`src/rtl/sh7604_ext_slave_pkg.sv`:
```
// Shared types and constants for the SH7604 external-bus responder.
package sh7604_ext_slave_pkg;

    // Responder cycle state: idle, waiting on backend, waiting on vector, holding read data
    typedef enum logic [1:0] {
        IDLE  = 2'd0,
        MREQ  = 2'd1,
        VREQ  = 2'd2,
        DRIVE = 2'd3
    } slave_state_t;

    // Default number of CE_R periods an access may wait before it is aborted
    localparam int DEFAULT_TIMEOUT = 255;

    // Reads always fetch the full 32-bit word from the backend
    localparam logic [3:0] READ_BE = 4'hF;

endpackage

```
`src/rtl/sh7604_ext_slave.sv`:
```
// SH7604 external-bus responder: decodes one chip-select area plus interrupt
// vector fetches, holds the master on WAIT_N while an arbitrary-latency
// backend completes, then presents read data on DO.
module sh7604_ext_slave
    import sh7604_ext_slave_pkg::*;
#(
    parameter int AW      = 25,
    parameter int TIMEOUT = DEFAULT_TIMEOUT,
    parameter bit VEC_EN  = 1'b1
) (
    input  logic          CLK,
    input  logic          RST_N,
    input  logic          CE_R,
    input  logic          CE_F,
    input  logic [26:0]   A,
    input  logic          BS_N,
    input  logic          CS_N,
    input  logic          RD_WR_N,
    input  logic          RD_N,
    input  logic [3:0]    WE_N,
    input  logic          IVECF_N,
    input  logic [31:0]   DI,
    output logic [31:0]   DO,
    output logic          DOE,
    output logic          WAIT_N,
    output logic [AW-1:0] MEM_A,
    output logic [31:0]   MEM_WD,
    output logic [3:0]    MEM_BE,
    output logic          MEM_WE,
    output logic          MEM_REQ,
    input  logic          MEM_ACK,
    input  logic [31:0]   MEM_RD,
    output logic          VEC_REQ,
    output logic [3:0]    VEC_LVL,
    input  logic          VEC_ACK,
    input  logic [7:0]    VEC_DI,
    output logic          ERR
);

    // Timeout fires on the CE_R that would bring the count up to TIMEOUT
    localparam logic [7:0] TMO_LAST = 8'(TIMEOUT - 1);

    slave_state_t state;
    slave_state_t state_nx;
    logic [7:0]   tmo_cnt;

    logic mem_start;
    logic vec_start;
    logic waiting;
    logic start_take;
    logic mem_ack_ok;
    logic vec_ack_ok;
    logic any_ack;
    logic abort_ev;
    logic tmo_ev;
    logic release_ev;

    // RD_N is informational and CE_F needs no logic because DO only moves on completions
    logic unused_pins;
    assign unused_pins = ^{RD_N, CE_F, A[26:AW]};

    // Pin-level start decode; a memory start wins over a simultaneous vector start
    always_comb begin
        mem_start = ~BS_N & ~CS_N;
        vec_start = ~BS_N & ~IVECF_N & VEC_EN & ~mem_start;
    end

    // Cycle events and the combinational wait request to the master
    always_comb begin
        waiting    = (state == MREQ) || (state == VREQ);
        start_take = CE_R && ((state == IDLE) || (state == DRIVE)) && (mem_start || vec_start);
        mem_ack_ok = (state == MREQ) && MEM_REQ && MEM_ACK;
        vec_ack_ok = (state == VREQ) && VEC_REQ && VEC_ACK;
        any_ack    = mem_ack_ok || vec_ack_ok;
        abort_ev   = waiting && CE_R && CS_N && IVECF_N && !any_ack;
        tmo_ev     = waiting && CE_R && (tmo_cnt == TMO_LAST) && !any_ack && !abort_ev;
        release_ev = (state == DRIVE) && CE_R && !start_take && CS_N && IVECF_N;
        WAIT_N     = !RST_N || !(mem_start || vec_start || waiting);
    end

    // State register
    always_ff @(posedge CLK or negedge RST_N) begin
        if (!RST_N) begin
            state <= IDLE;
        end else begin
            state <= state_nx;
        end
    end

    // Next-state selection
    always_comb begin
        state_nx = state;
        case (state)
            IDLE, DRIVE: begin
                if (start_take) begin
                    state_nx = mem_start ? MREQ : VREQ;
                end else if (release_ev) begin
                    state_nx = IDLE;
                end
            end
            MREQ, VREQ: begin
                if (any_ack || tmo_ev) begin
                    state_nx = DRIVE;
                end else if (abort_ev) begin
                    state_nx = IDLE;
                end
            end
            default: state_nx = IDLE;
        endcase
    end

    // Timeout counter: cleared per cycle start, advanced on each CE_R while waiting
    always_ff @(posedge CLK or negedge RST_N) begin
        if (!RST_N) begin
            tmo_cnt <= '0;
        end else if (start_take) begin
            tmo_cnt <= '0;
        end else if (waiting && CE_R) begin
            tmo_cnt <= tmo_cnt + 8'd1;
        end
    end

    // Registered bus and backend outputs, updated by the cycle events above
    always_ff @(posedge CLK or negedge RST_N) begin
        if (!RST_N) begin
            DO      <= '0;
            DOE     <= 1'b0;
            MEM_A   <= '0;
            MEM_WD  <= '0;
            MEM_BE  <= '0;
            MEM_WE  <= 1'b0;
            MEM_REQ <= 1'b0;
            VEC_REQ <= 1'b0;
            VEC_LVL <= '0;
            ERR     <= 1'b0;
        end else begin
            ERR <= 1'b0;
            if (start_take) begin
                DOE <= 1'b0;
                if (mem_start) begin
                    MEM_A   <= A[AW-1:0];
                    MEM_WE  <= ~RD_WR_N;
                    MEM_WD  <= DI;
                    MEM_BE  <= RD_WR_N ? READ_BE : ~WE_N;
                    MEM_REQ <= 1'b1;
                end else begin
                    VEC_LVL <= A[3:0];
                    VEC_REQ <= 1'b1;
                end
            end else if (mem_ack_ok) begin
                MEM_REQ <= 1'b0;
                if (!MEM_WE) begin
                    DO  <= MEM_RD;
                    DOE <= 1'b1;
                end
            end else if (vec_ack_ok) begin
                DO      <= {24'h0, VEC_DI};
                DOE     <= 1'b1;
                VEC_REQ <= 1'b0;
            end else if (tmo_ev) begin
                MEM_REQ <= 1'b0;
                VEC_REQ <= 1'b0;
                DO      <= 32'hFFFF_FFFF;
                DOE     <= 1'b1;
                ERR     <= 1'b1;
            end else if (abort_ev) begin
                MEM_REQ <= 1'b0;
                VEC_REQ <= 1'b0;
            end else if (release_ev) begin
                DOE <= 1'b0;
            end
        end
    end

endmodule

```
`config.mk`:
```
export PLATFORM = sky130hd
export DESIGN_NAME = sh7604_ext_slave
export DESIGN_NICKNAME = d
export VERILOG_FILES = /design/src/rtl/sh7604_ext_slave_pkg.sv /design/src/rtl/sh7604_ext_slave.sv
export SDC_FILE = /design/constraint.sdc
export NUM_CORES = 1
export LEC_CHECK = 0
export BUFFER_PORTS_ARGS = -buffer_cell sky130_fd_sc_hd__buf_2
export CORE_UTILIZATION = 50
export DETAILED_ROUTE_END_ITERATION = 12
export HOLD_SLACK_MARGIN = 0.15
export PLACE_DENSITY = 0.85
export SYNTH_ARGS = -nofsm -noshare
export SYNTH_HDL_FRONTEND = slang
export SYNTH_SLANG_ARGS = --single-unit
```
`constraint.sdc`:
```
create_clock -name CLK -period 3.8 [get_ports CLK]
set_input_delay 0 -clock CLK [delete_from_list [all_inputs] [get_ports CLK]]
set_output_delay 0 -clock CLK [all_outputs]
set_load 0.01 [all_outputs]
```
# Word level (Yosys, flattened, before mapping)
# Cells that the tools add are included.
# word_totals
out_inout_bits,103
inputBits,114
wordCells,114
ff_bits,112
# classes
n_eq_ne,13
n_addsub,1
n_bitwise,10
mux,34
reduce_logical,44
# ops
operator,n
$mux 32,4
$mux 1,21
$logic_and 1x1->1,17
$mux 8,2
$ne 3x3->1 const B,4
$reduce_and 3->1,4
$mux 2,5
$add 8x1->8 const B,1
$eq 8x8->1 const B,1
$ne 2x2->1 const B,4
$reduce_bool 4->1,2
$logic_or 1x1->1,7
$not 1->1,6
$reduce_and 2->1,3
$logic_not 1->1,5
$ne 5x4->1 const B,1
$reduce_bool 5->1,1
$eq 2x2->1 const B,2
$mux 4,1
$not 4->4,1
$pmux 2 s2,1
$reduce_or 2->1,2
$and 1x1->1,3
$reduce_bool 3->1,1
other kinds (3),3

# Depth between registers and ports, before layout
# Gate-level depths: netlist of run 1.
# logic_depth
ltp_word,16
ltp_mapped,8

# Least setup slack after synthesis of run 1
# Ideal clock, no wire load.
# synth_path
path_kind,register -> register
start,register state[0]
end,register DO[3]
stages_incl_launch_ff,9
t_arrival_ns,1.817
setup_slack_ns,1.857
setup_time_ns,0.126
period_less_slack_ns,1.943
path_buffers,2
cell_sequence,dfrtp_1 > inv_1 > ha_1 > nand2b_1 > buf_6 > nor4_4 > o21bai_4 > buf_6 > mux2i_1
# synth_via
elab_chain_cells,10
elab_cells_between_ends,28
classes_between,eq/ne: 4; mux: 2; bitwise: 1; reduce/logical: 21
# synth_lines
element,line_no,rtl
from (decl),sh7604_ext_slave.sv:43,slave_state_t state;
from (signal assigned),sh7604_ext_slave.sv:86,state <= state_nx;
$eq 2x1->1 / $eq 2x2->1 (equally long branches),"sh7604_ext_slave.sv:70, sh7604_ext_slave.sv:72, sh7604_ext_slave.sv:73",
"$logic_or 1x1->1, or another cell as far along",sh7604_ext_slave.sv:70,waiting = (state == MREQ) || (state == VREQ);
"$logic_and 1x1->1, on equally long branches",-,
$logic_and 1x1->1 / $logic_or 1x1->1 (equally long branches),"sh7604_ext_slave.sv:75, sh7604_ext_slave.sv:74",
$logic_and 1x1->1 / $logic_not 1->1 (equally long branches),"sh7604_ext_slave.sv:75, sh7604_ext_slave.sv:76",
$logic_and 1x1->1,sh7604_ext_slave.sv:75,abort_ev = waiting && CE_R && CS_N && IVECF_N && !any_ack;
$logic_not 1->1,sh7604_ext_slave.sv:76,tmo_ev = waiting && CE_R && (tmo_cnt == TMO_LAST) && !any_ack && !abort_ev;
$logic_and 1x1->1,sh7604_ext_slave.sv:76,
$reduce_bool 3->1 (no source line),-,
$reduce_and 3->1 (no source line),-,
to (signal assigned),sh7604_ext_slave.sv:157,"DO <= {24'h0, VEC_DI};"
to (decl),sh7604_ext_slave.sv:23,"output logic [31:0] DO,"
# Parallel ways exist; a longest one is shown, timed or not.
# A chain may end at the register's enable or synchronous reset.

# Final worst setup path of run 1
# layout_path
start,register state[0]
end,register MEM_WD[7]
# layout_via
elab_chain_cells,5
elab_cells_between_ends,6
classes_between,eq/ne: 1; reduce/logical: 5
# layout_lines
element,line_no,rtl
$eq 2x2->1 / $logic_not 2->1 (equally long branches),sh7604_ext_slave.sv:71,start_take = CE_R && ((state == IDLE) || (state == DRIVE)) && (mem_start || vec_start);
$logic_or 1x1->1 (*),sh7604_ext_slave.sv:71,
$logic_and 1x1->1 (*) (2 in a row),sh7604_ext_slave.sv:71,
$reduce_and 2->1 (no source line) (*),-,
to (signal assigned),sh7604_ext_slave.sv:129,MEM_WD <= '0;
to (signal assigned),sh7604_ext_slave.sv:143,MEM_WD <= DI;
to (decl),sh7604_ext_slave.sv:27,"output logic [31:0] MEM_WD,"
# Mark *: on every way between the ends. The rest lies on a longest branch, timed or not.

==> results.cfg, run 1 <==
[die]
num_rows = 35
die_x_um = 99.0
die_y_um = 99.0
core_mm2 = 0.00920
ios = 217
start_util_pct = 51.2
dieArea_mm2 = 0.00981

[yosys]
synth_cell_type_count = 40
ys_ff_latch = 112
synth_fp_nets = 625
syn-cell-area_mm2 = 0.00471
postSynthAreaPerCell_um2 = 9.30
synth_top_area_share_pct = 59.5
yosys-top-cells-count = nand2_1, dfrtp_1, a21oi_1
synth_area_leaders = dfrtp_1, nand2_1, a21oi_1
async_flop_share_pct = 100
synth_edf_count = 0
synth_most_common_cell = nand2_1
synth-main-ff-cell = dfrtp_1
syn_inst = 506
yosys_warnings = 0
yosys.area.top_type = dfrtp_1
ys_seq_area_share_pct = 59.5

[critical_path]
ff2ff_setup_slack_ns = 0.96
cp.arrival_ns = 3.15
cp_max_fo = 36
timing.critical_path.from_type = flop
cp_slowest_cell = nor2_4
worst_setup_path_end_kind = flop
max_stage_delay_ns = 0.70
reg2reg_from = state[0]
path_class = flop to flop
cp_top_family = simple AND/OR/NAND/NOR gates
critical_path_buf_inv_count = 2
path_cells = inv_1, ha_1, nand3b_1, nor2_4, nand2_1, dlygate4sd3_1, nand2_1
r2r_cells = 7
cp_num_cells = 7
timing.rr.end = MEM_WD[7]
crit_top_cell = nand2_1
required_ns = 4.11

[sta]
rsz0062_at_grt = false
max_freq_mhz = 352
worst_pin_slew_ns = 1.10
slew_violations = 0
layout_worst_path_cycle_share_pct = 74.8
tns_ns = 0
setup_viol = 0
fin_worst_skew_ns = 0.0176
timing.slew.headroom_pct = 26.7
timing.final.ws_setup_ns = 0.956
layout_min_cycle_time_ns = 2.84
hold_viol = 0

[clocking]
cts_root_buffer = clkbuf_8
cts_resized = 0
cts.path.max_buffers = 2
cts_num_sinks = 112
cts_buffers = 9
htree_levels = 3
clk-insertion-delay-late_ns = 0.36
clkTransAtPathRegs_ns = 0.11
cts_tree = built
post_cts_buffers = 0

[route]
first_pass_iters = 5
vias_per_cell = 5.24
post_drt_wl_per_cell_um = 16.4
wl_um = 15700
route.vias.total = 5014
drc_errors = 0
drt_iter0_drc = 300
drtAntennaViolNets = 0

[pwr]
cellPowerDensity_mw_per_mm2 = 654
ir_worst_vdd_mv = 0.380
p_leak_nw = 3.95

[grt]
grt_first_pass_wirelength_um = 24500
antenna_found_initial = 0
grt_max_degree = 73
grt_overflow = 0
grtUsageTotal_pct = 32.3
grt_pass1_vias = 5063

[min_path]
worstHoldPathCells = 4
min_path_type = input port to flop
min_to = DOE
min_from = MEM_ACK

[job]
cap_violations = 0

[run_status]
status = finished, final reports clean

[placed_design]
gp_congestion = 0.880
dp_hpwl_um = 8300
place_ws_ns = 1.24
port_buffers = 212
place_inst = 808

[layout]
nets = 962
diodes = 0
area_delta_synth_final_pct = 56.3
layout-drive-gt1-share_pct = 28.4
final_util_pct = 80.0
final_cells = 957
-- power breakdown --
| part | switching (W) | internal, W | total, W |
|---|---|---|---|
| clock | 0.000402 | 0.000239 | 0.000641 |
| combinational | 0.00120 | 0.000887 | 0.00208 |
| sequential | 0.000350 | 0.00174 | 0.00209 |
| total | 0.00195 | 0.00287 | 0.00481 |
-- cell type report --
class,count,area [µm²]
Sequential cell,112,2800
Timing Repair Buffer,352,2450
Fill cell,512,1840
Multi-Input combinational cell,330,1650
Inverter,38,143
Tap cell,111,139
Clock buffer,9,124
Clock inverter,5,43.8
-- worst max path at each step --
stage / start / endpoint / slack, ns
floorplan: state[0] / DO[3] / 1.86
finish: state[0] / MEM_WD[7] / 0.96
global placement: state[0] / DOE / 1.33
global route: state[0] / MEM_BE[2] / 0.76
detailed placement: state[0] / DOE / 1.24
CTS: state[0] / MEM_BE[2] / 1.09
-- flip-flops by register name, indices dropped and copies added (netlist names) --
register  cells
MEM_BE        4
DOE           1
DO           32
state         2
VEC_LVL       4
ERR           1
MEM_WD       32
MEM_WE        1
tmo_cnt       8
MEM_REQ       1
MEM_A        25
VEC_REQ       1
-- metal layers --
layer | global-route usage [%] | wire, µm
met1 | 38.9 | 6250
met2 | 56.5 | 7840
met3 | 7.80 | 1320
met4 | 11.5 | 301
met5 | 0 | 0
-- what timing repair did --
item                                    CTS  global route
hold buffers                            135             0
endpoints found under the setup margin    0             0
endpoints found under the hold margin   171             0
-- stage by stage --
| stage | hold slack [ns] | cell area, µm² | power [W] |
|---|---|---|---|
| 3_5_place_dp | 0.192 | 5840 | 0.00389 |
| 4_1_cts | 0.150 | 7360 | 0.00468 |
| 6_report | 0.169 | 7360 | 0.00481 |
| 3_3_place_gp | 0.175 | 5840 | 0.00379 |
| 2_1_floorplan | -0.296 | 4710 | 0.00306 |
| 5_1_grt | 0.182 | 7360 | 0.00510 |
-- cell usage in the layout (no fill, tap or decap), drive strengths merged, types with 2 or more instances in the layout --
cell type,instances
buf,217
nand2,184
dlygate4sd3,135
dfrtp,112
a21oi,51
inv,39
o21ai,17
mux2i,9
clkbuf,9
o22ai,8
nor2,8
a31oi,6
ha,5
and2,4
nand3,4
mux2,4
and3,3
nand4,3
nand2b,2
nor2b,2
o21a,2
a211o,2
clkinv,2
clkinvlp,2
o21bai,2
-- worst register-to-register path, delay by kind of cell (launching register included) --
family	cells	cell delay [ns]
and+or+nand+nor	4	1.25
buffers and inverters	2	0.72
DFF	1	0.42
adders and majority gates	1	0.39
-- kinds of logic after synthesis --
kind of cell	synth area share (%)
adder cells (fa/ha/maj)	1.33
multiplexers	2.87
XOR/XNOR	0.186
buffers and inverters	5.66
AND/OR/NAND/NOR	18.7
AO/OA/AOI/OAI	11.7
flip-flops	59.5
(Power assumes the default switching activity.)
==> run 2, diff against run 1 <==
- CORE_UTILIZATION: 50 -> 47
- PLACE_DENSITY: 0.85 -> 0.8
- clock period: 3.8 -> 2.8 ns (I/O delays scaled with it)
==> results.cfg, run 2 (synthesis gave the netlist of run 1 again) <==
[run_status]
status = finished, final reports clean

[critical_path]
critical_path_buf_inv_count = 4
cp.arrival_ns = 2.88
required_ns = 3.06
cp_slowest_cell = dlygate4sd3_1
max_stage_delay_ns = 0.58
cp_max_fo = 23
path_class = flop to flop
timing.critical_path.from_type = flop
worst_setup_path_end_kind = flop
path_cells = inv_1, ha_1, nand3b_1, nor2_4, buf_12, buf_4, a31oi_1, dlygate4sd3_1
cp_top_family = buffers and inverters

[sta]
rsz0062_at_grt = false
timing.slew.headroom_pct = 43.3
fin_worst_skew_ns = 0.0172
slew_violations = 0
tns_ns = 0
layout_worst_path_cycle_share_pct = 93.6
worst_pin_slew_ns = 0.848
setup_viol = 0
hold_slack_ns = 0.189
max_freq_mhz = 382
hold_viol = 0
layout_min_cycle_time_ns = 2.62

[layout]
final_util_pct = 75.5
mostFrequentLayoutCell = buf_2
top_regs = DO: 32 flops, MEM_WD: 32 flops, MEM_A: 25 flops
final_cell_mix = buf_2, nand2_1, dlygate4sd3_1
layout-drive-gt1-share_pct = 29.0
nets = 955
diodes = 0
area_delta_synth_final_pct = 56.0

[route]
drc_errors = 0
wl_um = 16300
route.vias.total = 5098
drt_iter0_drc = 250
drtAntennaViolNets = 0
first_pass_iters = 5
post_drt_wl_per_cell_um = 16.8
vias_per_cell = 5.24

[pwr]
clkPwrFrac_pct = 13.1
p_sw_w = 0.00264
p_leak_nw = 3.97
ir_worst_vdd_mv = 0.585
cellPowerDensity_mw_per_mm2 = 893
internal_power_w = 0.00392
power_frac_seq_pct = 43.4
p_sw_share_pct = 40.2
p_comb_share_pct = 43.4

[clocking]
htree_levels = 3
cts_tree = built
cts_buffers = 9
cts.path.max_buffers = 2
clkTransAtPathRegs_ns = 0.10
cts_root_buffer = clkbuf_8
clk-insertion-delay-late_ns = 0.37
cts_num_sinks = 112

[job]
cap_violations = 0

[grt]
grt_first_pass_wirelength_um = 24900
grt_pass1_vias = 5204
grt_overflow = 0
antenna_found_initial = 0
grtUsageTotal_pct = 31.4
grt_max_degree = 58

[die]
start_util_pct = 48.4
die_x_um = 102
ios = 217
die_y_um = 102
core_mm2 = 0.00973
dieArea_mm2 = 0.0104
num_rows = 36

[placed_design]
gp_congestion = 0.783
dp_hpwl_um = 8430
port_buffers = 212

[min_path]
min_path_type = input port to flop
==> run 2: cell count changes in the layout (fill, tap and decap cells not counted), moves of 2 or more <==
cell / delta
dlygate4sd3_1: -12
buf_12: +4
clkbuf_1: +2
clkinv_4: -2
==> run 2: area by class of cell <==
| type | count | area (µm²) |
|---|---|---|
| timing repair buffer | 345 | 2420 |
| tap | 133 | 166 |
| fill | 595 | 2380 |
| clock inverter | 2 | 16.3 |
| inverter | 38 | 143 |
| sequential | 112 | 2800 |
| multi-input combinational | 330 | 1650 |
| clock buffer | 12 | 145 |
==> run 2: stage by stage <==
step                total power (W)  cell area [µm²]  worst slack [ns]  instances
floorplan                   0.00415             4710             0.857        506
global placement            0.00518             5920             0.343        832
detailed placement          0.00530             5920             0.230        832
CTS                         0.00635             7310            0.0530        969
global route                0.00701             7350            0.0212        972
finish                      0.00656             7350             0.180        972
==> run 2: what timing repair did <==
item,4_1_cts,5_1_grt
hold endpoints to repair,158,0
hold buffers,123,0
resized for setup,0,0
buffers inserted,0,3
setup endpoints to repair,0,4
==> run 2: path summary, 6_finish.rpt <==
path                       cells past startpoint  slack (ns)        from          to
setup / recovery                               8        0.18    state[0]   MEM_BE[2]
hold / removal                                 5        0.19     IVECF_N    state[0]
setup reg to reg                               8        0.18    state[0]   MEM_BE[2]
hold reg to reg                                2        0.48  MEM_WD[29]  MEM_WD[29]
max in group asynchronous                      3        1.77       RST_N       DO[6]
min in group asynchronous                      2        0.24       RST_N       DO[0]
==> run 2: layer usage <==
| layer | global-route usage [%] | wire length [µm] |
|---|---|---|
| met5 | 0 | 0 |
| met1 | 34.3 | 5920 |
| met4 | 17.5 | 639 |
| met3 | 6.77 | 1330 |
| met2 | 56.8 | 8450 |
==> run 2: power groups by stage <==
stage | Clock, W | Sequential, W | Combinational, W
2_1_floorplan | 0 | 0.00312 | 0.00103
6_report | 0.000861 | 0.00285 | 0.00285
3_5_place_dp | 0 | 0.00279 | 0.00251
3_3_place_gp | 0 | 0.00276 | 0.00242
4_1_cts | 0.000881 | 0.00278 | 0.00269
5_1_grt | 0.000950 | 0.00292 | 0.00314
==> run 2: worst register-to-register path, stage by stage, from the launching register on <==
cell and delay (ns):
dfrtp_1 0.41, inv_1 0.09, ha_1 0.40, nand3b_1 0.28
nor2_4 0.21, buf_12 0.15, buf_4 0.26, a31oi_1 0.13
dlygate4sd3_1 0.58
==> run 3, diff against run 2 <==
- CORE_UTILIZATION: 47 -> 48
- CTS_BUF_LIST: not set -> sky130_fd_sc_hd__clkbuf_2
- PLACE_DENSITY: 0.8 -> 0.82
==> results.cfg, run 3 <==
[yosys]
synth-main-ff-cell = dfrtp_1
synth_fp_nets = 625
synth_most_common_cell = nand2_1
synth_edf_count = 0
ys_seq_area_share_pct = 59.5
synth_area_leaders = dfrtp_1, nand2_1, a21oi_1
syn_inst = 506
yosys_warnings = 0
postSynthAreaPerCell_um2 = 9.30
synth_cell_type_count = 40
syn-cell-area_mm2 = 0.00471
yosys-top-cells-count = nand2_1, dfrtp_1, a21oi_1
ys_ff_latch = 112
yosys.area.top_type = dfrtp_1
async_flop_share_pct = 100
synth_top_area_share_pct = 59.5

[placed_design]
port_buffers = 212
gp_congestion = 0.845
dp_hpwl_um = 8500

[die]
start_util_pct = 50.2
die_y_um = 101
die_x_um = 101
ios = 217
num_rows = 35

[clocking]
cts.path.max_buffers = 2
holdBufCountCts = 170
post_cts_buffers = 0
cts_buffers = 9
cts_root_buffer = clkbuf_2
cts_resized = 0
cts_num_sinks = 112
htree_levels = 3

[run_status]
haltStage = 4_1_cts
status = did not finish
stop_error = [ERROR RSZ-0060] Max buffer count reached.
[run 3: through the flow]
step           cell area, µm²  util (%)  setup slack, ns  instances  hold WS (ns)
2_1_floorplan            4710         -            0.857        506        -0.296
3_3_place_gp             5910      63.0            0.502        829        0.0667
3_5_place_dp             5910      63.0            0.408        829        0.0786
[run 3: cell families after synthesis]
kind of cell	count (synthesis)	synth area share (%)
AND/OR/NAND/NOR	215	18.7
flip-flops	112	59.5
AO/OA/AOI/OAI	96	11.7
buffers and inverters	64	5.66
multiplexers	13	2.87
adder cells (fa/ha/maj)	5	1.33
XOR/XNOR	1	0.186
==> run 4, diff against run 3 <==
- CORE_UTILIZATION: 48 -> 35
- CTS_BUF_LIST: sky130_fd_sc_hd__clkbuf_2 -> not set
- HOLD_SLACK_MARGIN: 0.15 -> not set
- PLACE_DENSITY: 0.82 -> not set
- PLACE_DENSITY_LB_ADDON: not set -> 0.15
==> results.cfg, run 4 (synthesis gave the netlist of run 1 again) <==
[run_status]
status = finished, final reports clean

[clocking]
cts_resized = 0
clkTransAtPathRegs_ns = 0.07
cts_root_buffer = clkbuf_16
cts.path.max_buffers = 2
cts_num_sinks = 112
clk-insertion-delay-late_ns = 0.34
htree_levels = 3
cts_tree = built
cts_buffers = 9

[layout]
nets = 936
fillers = 1136
final_cells = 998
seq_area_mm2 = 0.00280
area_delta_synth_final_pct = 55.8
mostFrequentLayoutCell = buf_2
top_regs = DO: 32 flops, MEM_WD: 32 flops, MEM_A: 25 flops
diodes = 0
layout-drive-gt1-share_pct = 29.8
multi_input_area_mm2 = 0.00166
final_util_pct = 55.6
final_cell_mix = buf_2, nand2_1, dfrtp_1

[die]
die_y_um = 118
num_rows = 42
die_x_um = 118
start_util_pct = 35.7
ios = 217
core_mm2 = 0.0132
dieArea_mm2 = 0.0139

[route]
drt_iter0_drc = 247
vias_per_cell = 4.57
post_drt_wl_per_cell_um = 14.0
drtAntennaViolNets = 0
wl_um = 14000
drc_errors = 0
route.vias.total = 4564
first_pass_iters = 6

[critical_path]
max_stage_delay_ns = 0.62
critical_path_buf_inv_count = 1
timing.critical_path.from_type = flop
worst_setup_path_end_kind = flop
path_class = flop to flop
cp.arrival_ns = 2.80
cp_max_fo = 16
cp_slowest_cell = nor4_4
required_ns = 3.06
path_cells = inv_1, ha_1, nand2b_1, nor4_4, o21bai_2, a21oi_1
cp_top_family = simple AND/OR/NAND/NOR gates

[grt]
grt_pass1_vias = 4770
grt_max_degree = 62
grt_overflow = 0
grtUsageTotal_pct = 20.3
grt_first_pass_wirelength_um = 22700
antenna_found_initial = 0

[sta]
slew_violations = 0
timing.slew.headroom_pct = 50.4
setup_viol = 0
rsz0062_at_grt = false
max_freq_mhz = 393
hold_viol = 0
worst_pin_slew_ns = 0.744
layout_min_cycle_time_ns = 2.54
fin_worst_skew_ns = 0.00809
tns_ns = 0
layout_worst_path_cycle_share_pct = 90.8

[pwr]
ir_worst_vdd_mv = 0.450
p_leak_nw = 3.98
cellPowerDensity_mw_per_mm2 = 917

[job]
cap_violations = 0

[placed_design]
gp_congestion = 0.813
place_inst = 874
dp_hpwl_um = 8630
port_buffers = 212

[min_path]
min_path_type = input port to flop
-- run 4: worst min-delay path, stage by stage --
cell     delay, ns
buf_2         0.08
o22ai_1       0.11
mux2i_1       0.13
-- run 4: area by class of cell --
class | instances | area share (%)
inverters | 38 | 1.94
multi-input cells | 331 | 22.7
clock inverters | 5 | 0.529
well taps | 176 | 3.00
clock buffers | 11 | 3.45
repair buffers | 325 | 30.2
flip-flops and latches | 112 | 38.2
-- run 4: power breakdown --
group	leakage (nW)	total [W]	switching [W]	internal, W
sequential	1.34	0.00277	0.000411	0.00236
combinational	2.49	0.00271	0.00152	0.00119
clock	0.142	0.00125	0.000589	0.000658
-- run 4: metal layers --
metal  global-route usage (%)  vias to the layer above  part of all wire [%]
met5                        0                        -                     0
met1                     24.7                     2088                    43
met2                     34.1                      188                    48
li1                         -                     2258                     -
met3                     5.18                       30                   6.6
met4                     8.57                        0                   2.4
-- run 4: worst paths after layout --
kind,from,endpoint,slack (ns),cells past startpoint
min in group asynchronous,RST_N,tmo_cnt[0],0.26,2
hold / removal,MEM_RD[0],DO[0],0.04,3
setup / recovery,state[0],DO[16],0.26,6
hold reg to reg,MEM_A[8],MEM_A[8],0.47,2
setup reg to reg,state[0],DO[16],0.26,6
max in group asynchronous,RST_N,MEM_A[11],1.78,3
-- run 4: per-stage QoR --
step | power [W] | instance area [µm²] | worst slack [ns] | hold WS (ns)
6_report | 0.00673 | 7340 | 0.257 | 0.0393
5_1_grt | 0.00726 | 7340 | 0.0419 | 0.0496
4_1_cts | 0.00675 | 7320 | 0.104 | 0.0114
3_5_place_dp | 0.00531 | 5960 | 0.249 | 0.111
3_3_place_gp | 0.00523 | 5960 | 0.303 | 0.108
2_1_floorplan | 0.00415 | 4710 | 0.857 | -0.296
-- run 4: what timing repair did --
action	CTS	global route
hold endpoints to repair	152	0
setup endpoints to repair	0	5
buffers inserted	0	1
hold buffers	106	0
